===== config.mk =====
export PLATFORM = sky130hd
export DESIGN_NAME = flash_miso_sel_mux_flat
export DESIGN_NICKNAME = d
export VERILOG_FILES = /design/src/rtl/flash_miso_sel_mux_if.sv /design/src/rtl/flash_miso_sel_mux.sv /design/src/flat_wrapper.sv
export SDC_FILE = /design/constraint.sdc
export NUM_CORES = 1
export LEC_CHECK = 0
export BUFFER_PORTS_ARGS = -buffer_cell sky130_fd_sc_hd__buf_4
export CAP_MARGIN = 5
export CORE_MARGIN = 2
export CORE_UTILIZATION = 45
export DETAILED_ROUTE_END_ITERATION = 8
export PLACE_DENSITY = 0.73
export SLEW_MARGIN = 20
export SYNTH_ARGS = -nofsm -noshare
export SYNTH_HDL_FRONTEND = slang
export SYNTH_SLANG_ARGS = --single-unit
export TNS_END_PERCENT = 10

===== constraint.sdc =====
create_clock -name clk -period 3.6 [get_ports clk]
set_input_delay 0.36 -clock clk [delete_from_list [all_inputs] [get_ports clk]]
set_output_delay 0.36 -clock clk [all_outputs]
set_load 0.02 [all_outputs]

===== src/rtl/flash_miso_sel_mux_if.sv =====
// Host SPI, flash MISO and select-control bundle for flash_miso_sel_mux.
// master = stimulus/host side, slave = the selector itself.
interface flash_miso_sel_mux_if #(
    parameter int N_FLASH = 4,
    parameter int CNT_W   = 8
);
    localparam int SEL_W = $clog2(N_FLASH);

    logic [N_FLASH-1:0] f_miso;
    logic               h_cs_n;
    logic               h_sck;
    logic [SEL_W-1:0]   sel_req;
    logic               sel_req_vld;
    logic               h_miso;
    logic [SEL_W-1:0]   sel_active;
    logic               sel_pending;
    logic               sel_err;
    logic [CNT_W-1:0]   mis_cnt;
    logic               mis_flag;

    modport master (
        output f_miso, h_cs_n, h_sck, sel_req, sel_req_vld,
        input  h_miso, sel_active, sel_pending, sel_err, mis_cnt, mis_flag
    );

    modport slave (
        input  f_miso, h_cs_n, h_sck, sel_req, sel_req_vld,
        output h_miso, sel_active, sel_pending, sel_err, mis_cnt, mis_flag
    );
endinterface


===== src/rtl/flash_miso_sel_mux.sv =====
// Registered N-way MISO selector: flash select only changes between SPI frames.
// Define MISO_CMP_EN to add the flash 0 / flash 1 mirror-compare counter and flag.
module flash_miso_sel_mux #(
    parameter int N_FLASH     = 4,
    parameter int SYNC_STAGES = 2,
    parameter int CNT_W       = 8
) (
    input  logic                 clk,
    input  logic                 rst_n,
    flash_miso_sel_mux_if.slave  bus
);
    localparam int          SEL_W      = $clog2(N_FLASH);
    localparam logic [31:0] N_FLASH_U  = 32'(N_FLASH);

    typedef enum logic {
        ST_IDLE   = 1'b0,
        ST_ACTIVE = 1'b1
    } frame_state_e;

    logic [SYNC_STAGES-1:0]              cs_sync_q;
    logic [SYNC_STAGES-1:0][N_FLASH-1:0] miso_sync_q;
    logic                                cs_s;
    logic [N_FLASH-1:0]                  miso_s;
    logic                                cs_q;
    logic                                cs_fall_s;
    logic                                cs_rise_s;
    logic                                req_ok_s;
    logic [31:0]                         req_ext_s;
    logic [31:0]                         act_ext_s;
    logic                                sel_bit_s;
    frame_state_e                        state_q;
    logic [SEL_W-1:0]                    sel_active_q;
    logic [SEL_W-1:0]                    pend_sel_q;
    logic                                sel_pending_q;
    logic                                sel_err_q;
    logic                                h_miso_q;

    // Synchroniser chains for chip select and flash MISO lines.
    always_ff @(posedge clk or negedge rst_n) begin
        if (!rst_n) begin
            cs_sync_q   <= '1;
            miso_sync_q <= '1;
        end else begin
            cs_sync_q   <= {cs_sync_q[SYNC_STAGES-2:0], bus.h_cs_n};
            miso_sync_q <= {miso_sync_q[SYNC_STAGES-2:0], bus.f_miso};
        end
    end

    assign cs_s      = cs_sync_q[SYNC_STAGES-1];
    assign miso_s    = miso_sync_q[SYNC_STAGES-1];
    assign cs_fall_s = cs_q & ~cs_s;
    assign cs_rise_s = ~cs_q & cs_s;
    assign req_ext_s = {{(32-SEL_W){1'b0}}, bus.sel_req};
    assign act_ext_s = {{(32-SEL_W){1'b0}}, sel_active_q};
    assign req_ok_s  = bus.sel_req_vld & (req_ext_s < N_FLASH_U);

    // Frame FSM and select arbitration; a request coinciding with frame end wins over the queued one.
    always_ff @(posedge clk or negedge rst_n) begin
        if (!rst_n) begin
            state_q       <= ST_IDLE;
            cs_q          <= 1'b1;
            sel_active_q  <= '0;
            pend_sel_q    <= '0;
            sel_pending_q <= 1'b0;
            sel_err_q     <= 1'b0;
        end else begin
            cs_q      <= cs_s;
            sel_err_q <= bus.sel_req_vld & ~req_ok_s;
            case (state_q)
                ST_IDLE: begin
                    if (cs_fall_s) begin
                        state_q <= ST_ACTIVE;
                        if (req_ok_s) begin
                            pend_sel_q    <= bus.sel_req;
                            sel_pending_q <= 1'b1;
                        end
                    end else if (req_ok_s) begin
                        sel_active_q <= bus.sel_req;
                    end
                end
                ST_ACTIVE: begin
                    if (cs_rise_s) begin
                        state_q       <= ST_IDLE;
                        sel_pending_q <= 1'b0;
                        if (req_ok_s) begin
                            sel_active_q <= bus.sel_req;
                        end else if (sel_pending_q) begin
                            sel_active_q <= pend_sel_q;
                        end
                    end else if (req_ok_s) begin
                        pend_sel_q    <= bus.sel_req;
                        sel_pending_q <= 1'b1;
                    end
                end
                default: begin
                    state_q <= ST_IDLE;
                end
            endcase
        end
    end

    // MISO mux; codes beyond N_FLASH read as idle-high.
    always_comb begin
        sel_bit_s = 1'b1;
        if (act_ext_s < N_FLASH_U) begin
            sel_bit_s = miso_s[sel_active_q];
        end else begin
            sel_bit_s = 1'b1;
        end
    end

    // Registered host MISO, forced high outside a frame.
    always_ff @(posedge clk or negedge rst_n) begin
        if (!rst_n) begin
            h_miso_q <= 1'b1;
        end else begin
            h_miso_q <= cs_s ? 1'b1 : sel_bit_s;
        end
    end

    assign bus.h_miso      = h_miso_q;
    assign bus.sel_active  = sel_active_q;
    assign bus.sel_pending = sel_pending_q;
    assign bus.sel_err     = sel_err_q;

`ifdef MISO_CMP_EN
    logic [SYNC_STAGES-1:0] sck_sync_q;
    logic                   sck_q;
    logic                   sck_rise_s;
    logic [CNT_W-1:0]       mis_cnt_q;
    logic                   mis_flag_q;

    assign sck_rise_s = sck_sync_q[SYNC_STAGES-1] & ~sck_q;

    // SCK synchroniser and flash 0 / flash 1 mirror compare on each synced rising edge.
    always_ff @(posedge clk or negedge rst_n) begin
        if (!rst_n) begin
            sck_sync_q <= '0;
            sck_q      <= 1'b0;
            mis_cnt_q  <= '0;
            mis_flag_q <= 1'b0;
        end else begin
            sck_sync_q <= {sck_sync_q[SYNC_STAGES-2:0], bus.h_sck};
            sck_q      <= sck_sync_q[SYNC_STAGES-1];
            if (cs_fall_s) begin
                mis_flag_q <= 1'b0;
            end else if ((state_q == ST_ACTIVE) && sck_rise_s && (miso_s[0] != miso_s[1])) begin
                mis_flag_q <= 1'b1;
                if (mis_cnt_q != {CNT_W{1'b1}}) begin
                    mis_cnt_q <= mis_cnt_q + {{(CNT_W-1){1'b0}}, 1'b1};
                end
            end
        end
    end

    assign bus.mis_cnt  = mis_cnt_q;
    assign bus.mis_flag = mis_flag_q;
`else
    assign bus.mis_cnt  = '0;
    assign bus.mis_flag = 1'b0;
`endif
endmodule


===== src/flat_wrapper.sv =====
// flat-port wrapper written by rule: the top's interface ports become plain ports
module flash_miso_sel_mux_flat 
#(
    parameter int N_FLASH     = 4,
    parameter int SYNC_STAGES = 2,
    parameter int CNT_W       = 8
)
  (clk, rst_n, bus_f_miso, bus_h_cs_n, bus_h_sck, bus_sel_req, bus_sel_req_vld, bus_h_miso, bus_sel_active, bus_sel_pending, bus_sel_err, bus_mis_cnt, bus_mis_flag);
  flash_miso_sel_mux_if #(.N_FLASH(N_FLASH), .CNT_W(CNT_W)) bus_i ();
  input  logic clk;
  input  logic rst_n;
  input wire logic [$bits(bus_i.f_miso)-1:0] bus_f_miso;
  input wire logic [$bits(bus_i.h_cs_n)-1:0] bus_h_cs_n;
  input wire logic [$bits(bus_i.h_sck)-1:0] bus_h_sck;
  input wire logic [$bits(bus_i.sel_req)-1:0] bus_sel_req;
  input wire logic [$bits(bus_i.sel_req_vld)-1:0] bus_sel_req_vld;
  output wire logic [$bits(bus_i.h_miso)-1:0] bus_h_miso;
  output wire logic [$bits(bus_i.sel_active)-1:0] bus_sel_active;
  output wire logic [$bits(bus_i.sel_pending)-1:0] bus_sel_pending;
  output wire logic [$bits(bus_i.sel_err)-1:0] bus_sel_err;
  output wire logic [$bits(bus_i.mis_cnt)-1:0] bus_mis_cnt;
  output wire logic [$bits(bus_i.mis_flag)-1:0] bus_mis_flag;
  assign bus_i.f_miso = bus_f_miso;
  assign bus_i.h_cs_n = bus_h_cs_n;
  assign bus_i.h_sck = bus_h_sck;
  assign bus_i.sel_req = bus_sel_req;
  assign bus_i.sel_req_vld = bus_sel_req_vld;
  assign bus_h_miso = bus_i.h_miso;
  assign bus_sel_active = bus_i.sel_active;
  assign bus_sel_pending = bus_i.sel_pending;
  assign bus_sel_err = bus_i.sel_err;
  assign bus_mis_cnt = bus_i.mis_cnt;
  assign bus_mis_flag = bus_i.mis_flag;
  flash_miso_sel_mux #(.N_FLASH(N_FLASH), .SYNC_STAGES(SYNC_STAGES), .CNT_W(CNT_W)) u_core (.clk(clk), .rst_n(rst_n), .bus(bus_i));
endmodule

==> results.py <==
metrics = {
    "grt": {
        "gr-total-overflow": 0,
        "grt_pass1_vias": 385,
        "grt_max_degree": 19,
        "grt_pass1_wl_um": 1600,
        "grt_usage_pct": 12.3,
        "antenna_found_initial": 0,
    },
    "worst_setup_path": {
        "critPathBufInv": 1,
        "critPathRequiredTime_ns": 3.78,
        "crit_type": "flip-flop to flip-flop",
        "cp_max_fo": 4,
        "r2r_slack_ns": 2.06,
        "r2r_end": "u_core.bus.sel_active[1]",
        "cpLargestDelayFamily": "flip-flops",
        "worst_ep_arrival_time_ns": 1.73,
        "r2r-start": "u_core.cs_sync_q[1]",
        "r2r_cells": 4,
        "cpPeakStageDelay_ns": 0.56,
        "cp-start-kind": "flip-flop",
        "path_cells": "inv_1, maj3_2, o21ai_4, mux2_4",
        "cpMaxStageDelayCell": "dfstp_2",
        "end_kind": "flip-flop",
    },
    "final_layout": {
        "final_nets": 77,
        "num_antenna_cells": 0,
        "final_core_util_pct": 55.9,
        "final_cell_mix": "buf_4 (13), dfstp_2 (12), conb_1 (10), dfrtp_1 (6)",
        "drive_above_1_share_pct": 56.9,
        "nFillCells": 125,
        "mostFrequentLayoutCell": "buf_4",
        "syn2layout_area_growth_pct": 17.0,
    },
    "die": {
        "dieArea_um2": 1930,
        "die_w_um": 44.0,
        "fp.coreArea_um2": 1510,
        "die_y_um": 44.0,
        "rows": 14,
        "io_pins": 25,
        "initial_core_util_pct": 47.8,
    },
    "pwr": {
        "power_uw": 456,
        "cellPowerDensity_nw_per_um2": 542,
        "peakVddDrop_mv": 0.254,
        "p_leak_nw": 0.386,
    },
    "yosys": {
        "ys_ff_latch": 18,
        "muxShareOfSynthArea_pct": 13.6,
        "ys_warn_count": 0,
        "yosysSeqAreaShare_pct": 64.7,
        "synth_compound_area_share_pct": 4.70,
        "syn-instance-count": 48,
        "synth-adder-area-share_pct": 1.57,
        "synthSimpleGateAreaFrac_pct": 3.48,
        "synth-xor-area-share_pct": 0,
        "synth_cell_types": 18,
        "netlist_area_um2": 719,
        "synth.avg_cell_area_um2": 15.0,
        "synth_top_family_by_area": "multiplexers",
    },
    "worst_hold_path": {
        "worstHoldPathType": "input pin to flip-flop",
        "min_to": "u_core.miso_sync_q[0]",
        "hold_start": "bus_f_miso[0]",
        "min_path_cells": 1,
    },
    "clock_tree": {
        "clk_pin_slew_ns": 0.10,
        "cts.sinks": 18,
        "cts-buffers-inserted": 3,
        "h-tree-depth": 1,
        "cts-root-buf": "clkbuf_4",
        "insertion_delay_ns": 0.29,
        "cts_buffer_depth": 2,
        "cts_tree": "done",
    },
    "job": {
        "drv_cap": 0,
    },
    "route": {
        "via_count": 369,
        "met1Wirelength_um": 404,
        "vias_per_cell": 4.56,
        "drt_wl_total_um": 947,
        "drt_iter0_drc": 1,
        "wl_per_cell_um": 11.7,
        "highest-signal-layer": "met4",
        "detail-route-antenna-nets": 0,
        "drc": 0,
        "wl_met2_um": 453,
        "route.met3.wl_um": 63,
        "drtPass1Iterations": 2,
    },
    "timing": {
        "tns_ns": 0,
        "setup_viol": 0,
        "hold_violations": 0,
        "fmax_ghz": 0.648,
        "rsz0062_at_grt": "false",
        "final-max-slew-violation-count": 0,
        "fin_crit_ns": 1.54,
        "holdWs_ns": 0.167,
        "fin_crit_sh_pct": 42.9,
        "finClkSkew_ns": 0.000401,
    },
    "placed_design": {
        "gp_congestion": 0.718,
        "dp_hpwl_um": 689,
        "port_buffers": 13,
    },
    "outcome": {
        "status": "finished clean",
    },
}
==> cells by family (layout without fill, tap and decap cells) <==
logic type | count (synthesis) | count (layout)
AOI/OAI and AO/OA | 4 | 4
adders and majority gates | 1 | 1
buffers and inverters | 12 | 20
DFF | 18 | 18
muxes | 7 | 7
other | 1 | 10
and+or+nand+nor | 5 | 5
==> how the worst max path moves through the flow <==
stage                              from                       end  slack, ns  depth (start not counted)
finish              u_core.cs_sync_q[1]  u_core.bus.sel_active[1]       2.06                          4
global route        u_core.cs_sync_q[1]  u_core.bus.sel_active[1]       1.99                          4
CTS                 u_core.cs_sync_q[1]  u_core.bus.sel_active[1]       2.04                          4
detailed placement  u_core.cs_sync_q[1]  u_core.bus.sel_active[0]       2.06                          4
global placement    u_core.cs_sync_q[1]  u_core.bus.sel_active[1]       2.08                          4
floorplan           u_core.cs_sync_q[1]  u_core.bus.sel_active[0]       2.13                          4
==> report_power, final <==
| part | internal, mW | leakage, nW | total, mW | switching, mW |
|---|---|---|---|---|
| Combinational | 0.0462 | 0.169 | 0.0890 | 0.0428 |
| Sequential | 0.231 | 0.196 | 0.246 | 0.0148 |
| Clock | 0.0616 | 0.0210 | 0.122 | 0.0603 |
| Total | 0.339 | 0.386 | 0.456 | 0.118 |
==> synth_stat cells <==
library cell,n,area (um^2)
buf_4,10,75.1
dfrtp_1,6,150
a21oi_1,2,10.0
a21o_1,1,7.51
inv_1,1,3.75
nand3_1,1,5.00
nand2_1,2,7.51
conb_1,1,3.75
or2_1,1,6.26
nor2b_1,1,6.26
mux2_4,2,30.0
clkinv_1,1,3.75
dfstp_2,12,315
mux4_2,1,22.5
mux2_2,3,33.8
mux2_1,1,11.3
maj3_2,1,11.3
o21ai_4,1,16.3
==> registers in the layout, summed over array words and instances (netlist names) <==
| name | cells |
|---|---|
| u_core.pend_sel_q | 2 |
| u_core.miso_s | 4 |
| u_core.bus.sel_active | 2 |
| u_core.miso_sync_q | 4 |
| u_core.state_q | 1 |
| u_core.bus.sel_pending | 1 |
| u_core.cs_q | 1 |
| u_core.cs_sync_q | 2 |
| u_core.bus.h_miso | 1 |
==> final cells by class <==
| cell class | instances | area, um^2 | share of cell area, % |
|---|---|---|---|
| clock buffers | 4 | 36.3 | 4.31 |
| inverters | 2 | 7.51 | 0.892 |
| multi-input cells | 27 | 205 | 24.4 |
| flip-flops and latches | 18 | 465 | 55.3 |
| well taps | 16 | 20.0 | 2.38 |
| repair buffers | 14 | 108 | 12.8 |
==> worst reg2reg max path: stages (launching register included) <==
cell and delay [ns]:
dfstp_2 0.56, inv_1 0.06, maj3_2 0.33, o21ai_4 0.17, mux2_4 0.31
==> metrics by stage <==
step	std cells	setup WS, ns	instance area (um^2)
5_1_grt	81	1.99	842
6_report	81	2.06	842
3_3_place_gp	76	2.08	796
2_1_floorplan	57	2.13	753
4_1_cts	81	2.04	842
3_5_place_dp	76	2.06	796
==> routing by layer <==
layer  up-vias  track usage [%]
met5         -                0
met4         0             10.9
met3         4             2.50
met2        18             19.1
met1       177             14.1
li1        170                -
==> what timing repair did <==
action | CTS | global route
endpoints found under the setup margin | 0 | 0
buffers inserted | 0 | 0
resized for setup | 0 | 0
hold buffers | 1 | 0
endpoints found under the hold margin | 6 | 0
(Power assumes the default switching activity.)
